File: config.mk
export PLATFORM = sky130hd
export DESIGN_NAME = execute_cycle
export DESIGN_NICKNAME = d
export VERILOG_FILES = /design/src/rtl/execute_cycle_pkg.sv /design/src/rtl/execute_cycle_alu.sv /design/src/rtl/execute_cycle.sv
export SDC_FILE = /design/constraint.sdc
export NUM_CORES = 1
export LEC_CHECK = 0
export CAP_MARGIN = 15
export CORE_ASPECT_RATIO = 0.6
export CORE_MARGIN = 5
export CORE_UTILIZATION = 35
export DETAILED_ROUTE_END_ITERATION = 6
export GPL_TIMING_DRIVEN = 0
export SLEW_MARGIN = 20
export SYNTH_ARGS = -nofsm -noshare
export SYNTH_HDL_FRONTEND = slang
export SYNTH_SLANG_ARGS = --single-unit
File: constraint.sdc
create_clock -name clk -period 7.05 [get_ports clk]
set_input_delay 1.0575 -clock clk [delete_from_list [all_inputs] [get_ports clk]]
set_output_delay 1.0575 -clock clk [all_outputs]
set_load 0.02 [all_outputs]
File: src/rtl/execute_cycle_pkg.sv
// Shared constants and encodings for the EX stage.
// Optional build macro FWD_FINAL_EN: forward select 11 picks the final write-back buffer.
package execute_cycle_pkg;

  localparam int XLEN = 32;

  typedef enum logic [2:0] {
    ALU_ADD = 3'b000,
    ALU_SUB = 3'b001,
    ALU_AND = 3'b010,
    ALU_OR  = 3'b011,
    ALU_XOR = 3'b100,
    ALU_SLT = 3'b101,
    ALU_SLL = 3'b110,
    ALU_SRL = 3'b111
  } alu_op_e;

  typedef enum logic [1:0] {
    FWD_RF  = 2'b00,
    FWD_WB  = 2'b01,
    FWD_MEM = 2'b10,
    FWD_FIN = 2'b11
  } fwd_sel_e;

endpackage

File: src/rtl/execute_cycle_alu.sv
// Combinational 32-bit ALU for the EX stage; wrap-around arithmetic, carry discarded.
module alu
  import execute_cycle_pkg::*;
(
  input  logic [XLEN-1:0] A,
  input  logic [XLEN-1:0] B,
  input  logic [2:0]      ALUControl,
  output logic [XLEN-1:0] Result,
  output logic            Zero
);

  always_comb begin
    Result = '0;
    case (alu_op_e'(ALUControl))
      ALU_ADD: Result = A + B;
      ALU_SUB: Result = A - B;
      ALU_AND: Result = A & B;
      ALU_OR:  Result = A | B;
      ALU_XOR: Result = A ^ B;
      ALU_SLT: Result = {{(XLEN-1){1'b0}}, ($signed(A) < $signed(B))};
      // Only the low five bits of B count as shift amount.
      ALU_SLL: Result = A << B[4:0];
      ALU_SRL: Result = A >> B[4:0];
      default: Result = '0;
    endcase
  end

  assign Zero = (Result == '0);

endmodule

File: src/rtl/execute_cycle.sv
// EX stage: operand forwarding, ALU, branch target/decision and the EX->MEM register.
// Build macro FWD_FINAL_EN enables forwarding from ResultF on select 11.
module execute_cycle
  import execute_cycle_pkg::*;
(
  input  logic            clk,
  input  logic            rst,
  input  logic            RegWriteE,
  input  logic            ALUSrcE,
  input  logic            MemWriteE,
  input  logic            ResultSrcE,
  input  logic            BranchE,
  input  logic [2:0]      ALUControlE,
  input  logic [XLEN-1:0] RD1_E,
  input  logic [XLEN-1:0] RD2_E,
  input  logic [XLEN-1:0] Imm_Ext_E,
  input  logic [XLEN-1:0] PCE,
  input  logic [XLEN-1:0] PCPlus4E,
  input  logic [4:0]      RD_E,
  input  logic [XLEN-1:0] ResultW,
  input  logic [XLEN-1:0] ResultF,
  input  logic [1:0]      ForwardAE,
  input  logic [1:0]      ForwardBE,
  output logic            PCSrcE,
  output logic [XLEN-1:0] PCTargetE,
  output logic            RegWriteM,
  output logic            MemWriteM,
  output logic            ResultSrcM,
  output logic [4:0]      RD_M,
  output logic [XLEN-1:0] PCPlus4M,
  output logic [XLEN-1:0] WriteDataM,
  output logic [XLEN-1:0] ALU_ResultM
);

  logic [XLEN-1:0] srcAE, srcBFwdE, srcBE, aluResultE;
  logic            zeroE;

  logic            regWrite_q, memWrite_q, resultSrc_q;
  logic [4:0]      rd_q;
  logic [XLEN-1:0] pcPlus4_q, writeData_q, aluResult_q;

`ifndef FWD_FINAL_EN
  logic unused_resultf;
  assign unused_resultf = ^ResultF;
`endif

  // The MEM-stage source is the registered result, so no loop forms through the ALU.
  always_comb begin
    srcAE = RD1_E;
    case (ForwardAE)
      FWD_RF:  srcAE = RD1_E;
      FWD_MEM: srcAE = aluResult_q;
      FWD_WB:  srcAE = ResultW;
`ifdef FWD_FINAL_EN
      FWD_FIN: srcAE = ResultF;
`else
      FWD_FIN: srcAE = RD1_E;
`endif
      default: srcAE = RD1_E;
    endcase
  end

  always_comb begin
    srcBFwdE = RD2_E;
    case (ForwardBE)
      FWD_RF:  srcBFwdE = RD2_E;
      FWD_MEM: srcBFwdE = aluResult_q;
      FWD_WB:  srcBFwdE = ResultW;
`ifdef FWD_FINAL_EN
      FWD_FIN: srcBFwdE = ResultF;
`else
      FWD_FIN: srcBFwdE = RD2_E;
`endif
      default: srcBFwdE = RD2_E;
    endcase
  end

  assign srcBE = ALUSrcE ? Imm_Ext_E : srcBFwdE;

  alu u_alu (
    .A          (srcAE),
    .B          (srcBE),
    .ALUControl (ALUControlE),
    .Result     (aluResultE),
    .Zero       (zeroE)
  );

  assign PCTargetE = PCE + Imm_Ext_E;
  assign PCSrcE    = rst & BranchE & zeroE;

  // Store data is the forwarded B operand, never the immediate.
  always_ff @(posedge clk or negedge rst) begin
    if (!rst) begin
      regWrite_q  <= 1'b0;
      memWrite_q  <= 1'b0;
      resultSrc_q <= 1'b0;
      rd_q        <= '0;
      pcPlus4_q   <= '0;
      writeData_q <= '0;
      aluResult_q <= '0;
    end else begin
      regWrite_q  <= RegWriteE;
      memWrite_q  <= MemWriteE;
      resultSrc_q <= ResultSrcE;
      rd_q        <= RD_E;
      pcPlus4_q   <= PCPlus4E;
      writeData_q <= srcBFwdE;
      aluResult_q <= aluResultE;
    end
  end

  assign RegWriteM   = regWrite_q;
  assign MemWriteM   = memWrite_q;
  assign ResultSrcM  = resultSrc_q;
  assign RD_M        = rd_q;
  assign PCPlus4M    = pcPlus4_q;
  assign WriteDataM  = writeData_q;
  assign ALU_ResultM = aluResult_q;

endmodule

==> flow_summary.toml <==
[outcome]
outcome = "finished with violations"
violations = "negative setup slack"

[setup_path]
crit_required_ps = 5990
cpMostUsedCell = "buf_4"
arrival_ps = 6780
r2r_cells = 21
start_kind = "input port"
criticalPathCategory = "input port to primary output"
cp-end-kind = "primary output"
path_cells = "dlygate4sd2_1, inv_1, ha_2, clkbuf_4, a22oi_1, o21ai_2, buf_4, ha_1, nand3_1, a31oi_4, o2111ai_4, a211oi_4, a211oi_2, o41ai_4, a2111oi_1, nand3b_1, or4_1, or4_4, nor4_4, buf_4"
startpoint = "ForwardAE[1]"
worst_path_max_delay_cell = "or4_4"
crit_fanout = 10
reg2reg_from = "ALU_ResultM[1]"
slowest_delay_ps = 590

[logic_synthesis]
synth-seq-cells = 104
synth_nets = 2239
async_reset_ff_share_pct = 100.0
synth-edff-count = 0
synth_adder_area_share_pct = 12.32
syn_area_per_cell_sq_um = 7.464
synth_top_family_by_area = "compound AO/OA/AOI/OAI gates"
synthXorXnorAreaFrac_pct = 3.279
synth_area_sq_um = 13890
yosys.area_share.simple_pct = 16.25
synth_compound_area_share_pct = 31.28
synth.distinct_cells = 85
muxShareOfSynthArea_pct = 10.22
yosysWarnings = 0
seq_area_frac_synth_pct = 18.74
synthFlopType = "dfrtp_1"
netlist_instances = 1861

[cts]
root_buffer = "clkbuf_16"
clkTransAtPathRegs_ps = 90
cts_num_sinks = 104
cts_tree = "done"
htreeDepth = 3
clockBufferDepth = 2
clkLatencyLatePin_ps = 390
cts-hold-fix-buffers = 0
cts_buffers = 9

[sta]
setup_viol = 1
hold_viol_final = 0
worst_pin_slew_ps = 1202
fmax_mhz = 127.5
slew_headroom_pct = 19.83
fin_crit_sh_pct = 111.2
rsz0062_at_grt = "yes"
final-max-slew-violation-count = 0
finalWorstSetupSlack_ps = -792.3
holdWs_ps = 533.4
finClkSkew_ps = 19.06
period_minus_slack_ps = 7842

[worst_hold_path]
min_path_type = "flip-flop to flip-flop"
holdCritStartpoint = "ALU_ResultM[26]"
min_path_cells = 2

[global_route]
grt_first_pass_wirelength_mm = 130.6
busiest_layer = "met1"
grtUsageMet3_pct = 17.11
grt_usage_pct = 41.44
gr-total-overflow = 0
antenna_found_initial = 4
grt_use_met1_pct = 59.05
grt_max_degree = 72
met2_usage_pct = 57.31
first_global_vias = 17060

[power]
pwr_density_cell_nw_per_um2 = 221.1
p_leak_nw = 8.552
power_mw = 4.403
ir_drop_v = 0.0001271

[place]
routabilityCongestion = 1.093
port_buffers = 345
pre_cts_ws_ps = -3505
dp_hpwl_mm = 77.33
place_area_sq_um = 18310

[floorplanning]
fp.dieArea_sq_um = 43900
core_sq_um = 39100
die_x_um = 267.2
rows = 56
pin_count = 380
die_y_um = 164.3
floorplan.initialDensity_pct = 35.53

[routing]
vias = 18190
ant_nets = 0
wl_per_cell_um = 33.92
initialDrtViolationCount = 3076
first_pass_iters = 6
drc = 0
totalWireLength_mm = 94.90
via_per_inst = 6.502

[layout]
antennaDiodeCount = 0
multi_input_area_sq_um = 11010
post-route-util_pct = 50.93
fin_area_sq_um = 19910
nets = 2649
layout-drive-gt1-share_pct = 13.09
fill_cells = 3792
synthToLayoutAreaGrowth_pct = 43.34
seq_area_sq_um = 2603

[run]
drv_cap = 0
## worst max-delay path: cells and delay by family
kind                     cells  cell delay [ps]
adder cells (fa/ha/maj)      2              670
AND/OR/NAND/NOR              5             1860
buffers and inverters        5             1060
AO/OA/AOI/OAI                8             2100
## registers in the layout, summed over array words and instances, names as in the netlist
register     count
RegWriteM        1
RD_M             5
PCPlus4M        32
ALU_ResultM     32
ResultSrcM       1
MemWriteM        1
WriteDataM      32
## path summary, 6_finish.rpt
check,to,slack [ps]
worst max-delay path,PCSrcE,-790
worst min-delay path,WriteDataM[26],530
worst max register to register,ALU_ResultM[31],2190
worst min register to register,WriteDataM[26],530
max in group asynchronous,ALU_ResultM[0],5750
min in group asynchronous,WriteDataM[14],560
## through the flow
stage / setup TNS, ps / std cells
2_1_floorplan: 0 / 1861
3_3_place_gp: -10720 / 2728
3_5_place_dp: -7772 / 2743
4_1_cts: -714.9 / 2793
5_1_grt: -855.5 / 2798
6_report: -792.3 / 2798
## power by group
part	total [mW]	switching (mW)	internal, mW
combinational	3.11	2.00	1.11
sequential	0.746	0.0661	0.680
clock	0.544	0.293	0.251
## synthesized netlist by cell type (7+ instances only)
| library cell | count | share of area [%] |
|---|---|---|
| nor2_1 | 173 | 4.7 |
| nand2_1 | 167 | 4.5 |
| inv_1 | 151 | 4.1 |
| a21oi_1 | 142 | 5.1 |
| ha_1 | 132 | 12 |
| mux2i_1 | 125 | 9.0 |
| o21ai_0 | 124 | 4.5 |
| dfrtp_1 | 104 | 19 |
| a22oi_1 | 91 | 4.9 |
| clkbuf_1 | 73 | 2.0 |
| xnor2_1 | 42 | 2.6 |
| o22ai_1 | 37 | 1.7 |
| nand3_1 | 31 | 1.1 |
| nor3_1 | 30 | 1.1 |
| a211oi_1 | 29 | 1.6 |
| o211ai_1 | 27 | 1.5 |
| buf_2 | 24 | 0.86 |
| a31oi_1 | 23 | 1.0 |
| a21o_1 | 19 | 1.0 |
| nand2b_1 | 19 | 0.86 |
| buf_1 | 15 | 0.41 |
| a221oi_1 | 14 | 0.88 |
| nor2b_1 | 14 | 0.63 |
| o31ai_1 | 14 | 0.76 |
| o21bai_1 | 12 | 0.65 |
| mux2_2 | 11 | 0.89 |
| o21ai_1 | 11 | 0.40 |
| or3_1 | 11 | 0.50 |
| a311oi_1 | 10 | 0.63 |
| o21a_1 | 10 | 0.54 |
| xor2_1 | 10 | 0.63 |
| or2_2 | 9 | 0.41 |
| and3_1 | 8 | 0.36 |
| nor4_1 | 8 | 0.36 |
| o2111ai_1 | 8 | 0.50 |
| o221ai_1 | 8 | 0.50 |
| or4_1 | 8 | 0.43 |
| a211o_1 | 7 | 0.44 |
| and2_1 | 7 | 0.32 |
## routing by layer
layer	up-vias	share of wire, %
met1	8942	42
met5	-	0.059
li1	7627	-
met4	8	3.4
met2	1417	39
met3	198	15
## area by class of cell
type | instances | area share (%)
tap | 522 | 3.280
sequential | 104 | 13.07
timing repair buffer | 406 | 19.84
clock inverter | 6 | 0.2891
buffer | 111 | 4.084
multi-input combinational | 1483 | 55.28
clock buffer | 10 | 1.150
inverter | 156 | 3.004
## timing repair
| item | in CTS | in global routing |
|---|---|---|
| setup buffers | 40 | 6 |
| pin swaps | 37 | 24 |
| resized for setup | 221 | 55 |
| endpoints found under the setup margin | 6 | 3 |
| gates cloned | 0 | 0 |
## cells by family (layout without fill, tap and decap cells)
family,count (synthesis),count (layout)
fa+ha+maj,135,135
mux,138,138
buf+inv,274,689
simple gates,503,503
compound gates,655,655
xor+xnor,52,52
flops,104,104
## layout by cell type, fill, tap and decap left out, types with 9 or more instances in the layout
cell / instances
clkdlybuf4s50_1: 335
nor2_1: 172
nand2_1: 167
inv_1: 146
a21oi_1: 133
mux2i_1: 123
ha_1: 116
dfrtp_1: 104
a22oi_1: 84
o21ai_0: 80
buf_4: 65
clkbuf_1: 42
xnor2_1: 39
o22ai_1: 36
nand3_1: 30
nor3_1: 29
o21ai_1: 27
o211ai_1: 27
a211oi_1: 24
a31oi_1: 21
a21o_1: 19
nand2b_1: 18
buf_2: 16
o21ai_2: 16
buf_6: 12
nor2b_1: 12
clkbuf_16: 12
o21ai_4: 12
o21bai_1: 12
o31ai_1: 12
a221oi_1: 11
mux2_2: 11
buf_12: 10
o21a_1: 10
xor2_1: 10
or3_1: 10
ha_2: 10
or2_2: 9
a311oi_1: 9
Note: power is estimated with default switching activity, not from simulation.
==> variant, RTL diff (same flow settings) <==
Change the package constant `XLEN` from 32 to 16.
--- a/src/rtl/execute_cycle_pkg.sv
+++ b/src/rtl/execute_cycle_pkg.sv
@@ -2,7 +2,7 @@
 // Optional build macro FWD_FINAL_EN: forward select 11 picks the final write-back buffer.
 package execute_cycle_pkg;
 
-  localparam int XLEN = 32;
+  localparam int XLEN = 16;
 
   typedef enum logic [2:0] {
     ALU_ADD = 3'b000,
Ports: changed (11 resized); port bits go from 380 to 204. No check against the original RTL was run, so the function may have changed too.
==> variant against the unedited design <==
Non-clock buffer count decreased by 252. Cell area is 51% lower. Area after synthesis fell by 51%. Power down 58%. Critical path type unchanged. Utilization up 0.47 points. Setup slack improved by 940 ps. Combinational power decreased by 62%. Via count fell by 56%. Die area shrank 49%. Sequential power shrank 48%. Sequential cell count fell by 48. Wire length down 67%. Clock skew shrank 5.8 ps.
==> variant: results <==
{
  "outcome": "complete, no violations",
  "cp_slowest_stage_delay_ps": 430,
  "synthTopCellsByArea": "dfrtp_1, ha_1, mux2i_1",
  "pre_cts_slack_ps": -1770,
  "port_buffers": 186,
  "first_pass_iters": 5,
  "post_drt_wl_per_cell_um": 23.3,
  "drt_iter0_drc": 972,
  "crit_path_top_delay_cell": "clkdlybuf4s50_1",
  "cts_inserted_buffers": 5,
  "irDropWorstVdd_mv": 0.111,
  "swShare_pct": 45.7,
  "synth_cells": 873,
  "worst_pin_slew_ps": 914,
  "antenna_found_initial": 0,
  "grt_use_total_pct": 26.9,
  "worstPathMaxFanout": 10,
  "postPlaceCellArea_um2": 9030,
  "highest_layer": "met4",
  "dp_hpwl_um": 25700,
  "clk_latency_ps": 320,
  "worstPathArrival_ps": 5850,
  "grt_max_degree": 37,
  "nNetsFinal": 1290,
  "grt_use_met3_pct": 10.4,
  "grt_pass1_vias": 7624,
  "switching_power_mw": 0.842,
  "combPwrFrac_pct": 64.6,
  "grt_util_met1_pct": 41.7,
  "place_congestion": 1.04,
  "skew_ps": 13.3,
  "vias": 7958,
  "grt_first_pass_wirelength_um": 46800,
  "h-tree-depth": 2,
  "syn_nets": 1075,
  "hold_class": "reg -> reg",
  "ys_seq_area_share_pct": 20.6,
  "synth_common_cells": "nand2_1, nor2_1, inv_1, ha_1, dfrtp_1",
  "met2_wirelength_um": 12000,
  "async_reset_ff_share_pct": 100,
  "grtUsageMet2_pct": 35.3,
  "ys_types": 74,
  "drive_gt1_share_pct": 14.3,
  "p_leak_nw": 4.13,
  "wirelength_um": 31500,
  "seq-power_mw": 0.388
}
variant: changes by cell type after synthesis, sizes merged, moves of 75 or more:
| cell | delta |
|---|---|
| a21oi | -91 |
| inv | -81 |
| o21ai | -75 |
| mux2i | -91 |
| nand2 | -86 |
| nor2 | -99 |
variant: layout make-up:
cell class              instances  area, um2
clock inverters                 2       16.3
repair buffers                222       2140
clock buffers                   6        129
fillers                      1836       9270
flip-flops and latches         56       1400
plain buffers                  43        329
well taps                     266        333
multi-input cells             684       5150
inverters                      76        302
variant: worst paths after layout:
path | depth (start not counted) | slack, ps | to | startpoint
worst min-delay path | 2 | 540 | WriteDataM[5] | ALU_ResultM[5]
worst max register to register | 14 | 3070 | ALU_ResultM[15] | ALU_ResultM[1]
max in group asynchronous | 2 | 5910 | ALU_ResultM[13] | rst
worst max-delay path | 18 | 140 | PCSrcE | ForwardAE[0]
worst min register to register | 2 | 540 | WriteDataM[5] | ALU_ResultM[5]
min in group asynchronous | 1 | 620 | ALU_ResultM[2] | rst
variant: logic make-up after synthesis:
kind of cell               Yosys count  share of synthesized area, %
AOI/OAI and AO/OA                  289                          29.3
xor gates and xnor gates            27                          3.47
adders and majority gates           71                          13.4
buffers and inverters              133                          8.11
DFF                                 56                          20.6
muxes                               48                          8.41
and+or+nand+nor                    249                          16.8
variant: worst reg2reg max path, stage by stage (launching register included):
cell       delay, ps
dfrtp_1          430
nor3b_1           80
a221o_2          370
buf_6            180
clkbuf_16        190
ha_1             340
nor2b_1          150
o31a_1           320
o21ai_0          590
nand3_1          200
a31oi_1          300
nor2_1            80
o211ai_1         240
nand3_1          110
o211ai_1         290
variant: repair_timing:
action                                  4_1_cts  5_1_grt
buffers inserted                             19       16
endpoints found under the setup margin        1        1
gates resized for setup                      88       49
pin swaps                                    19       21
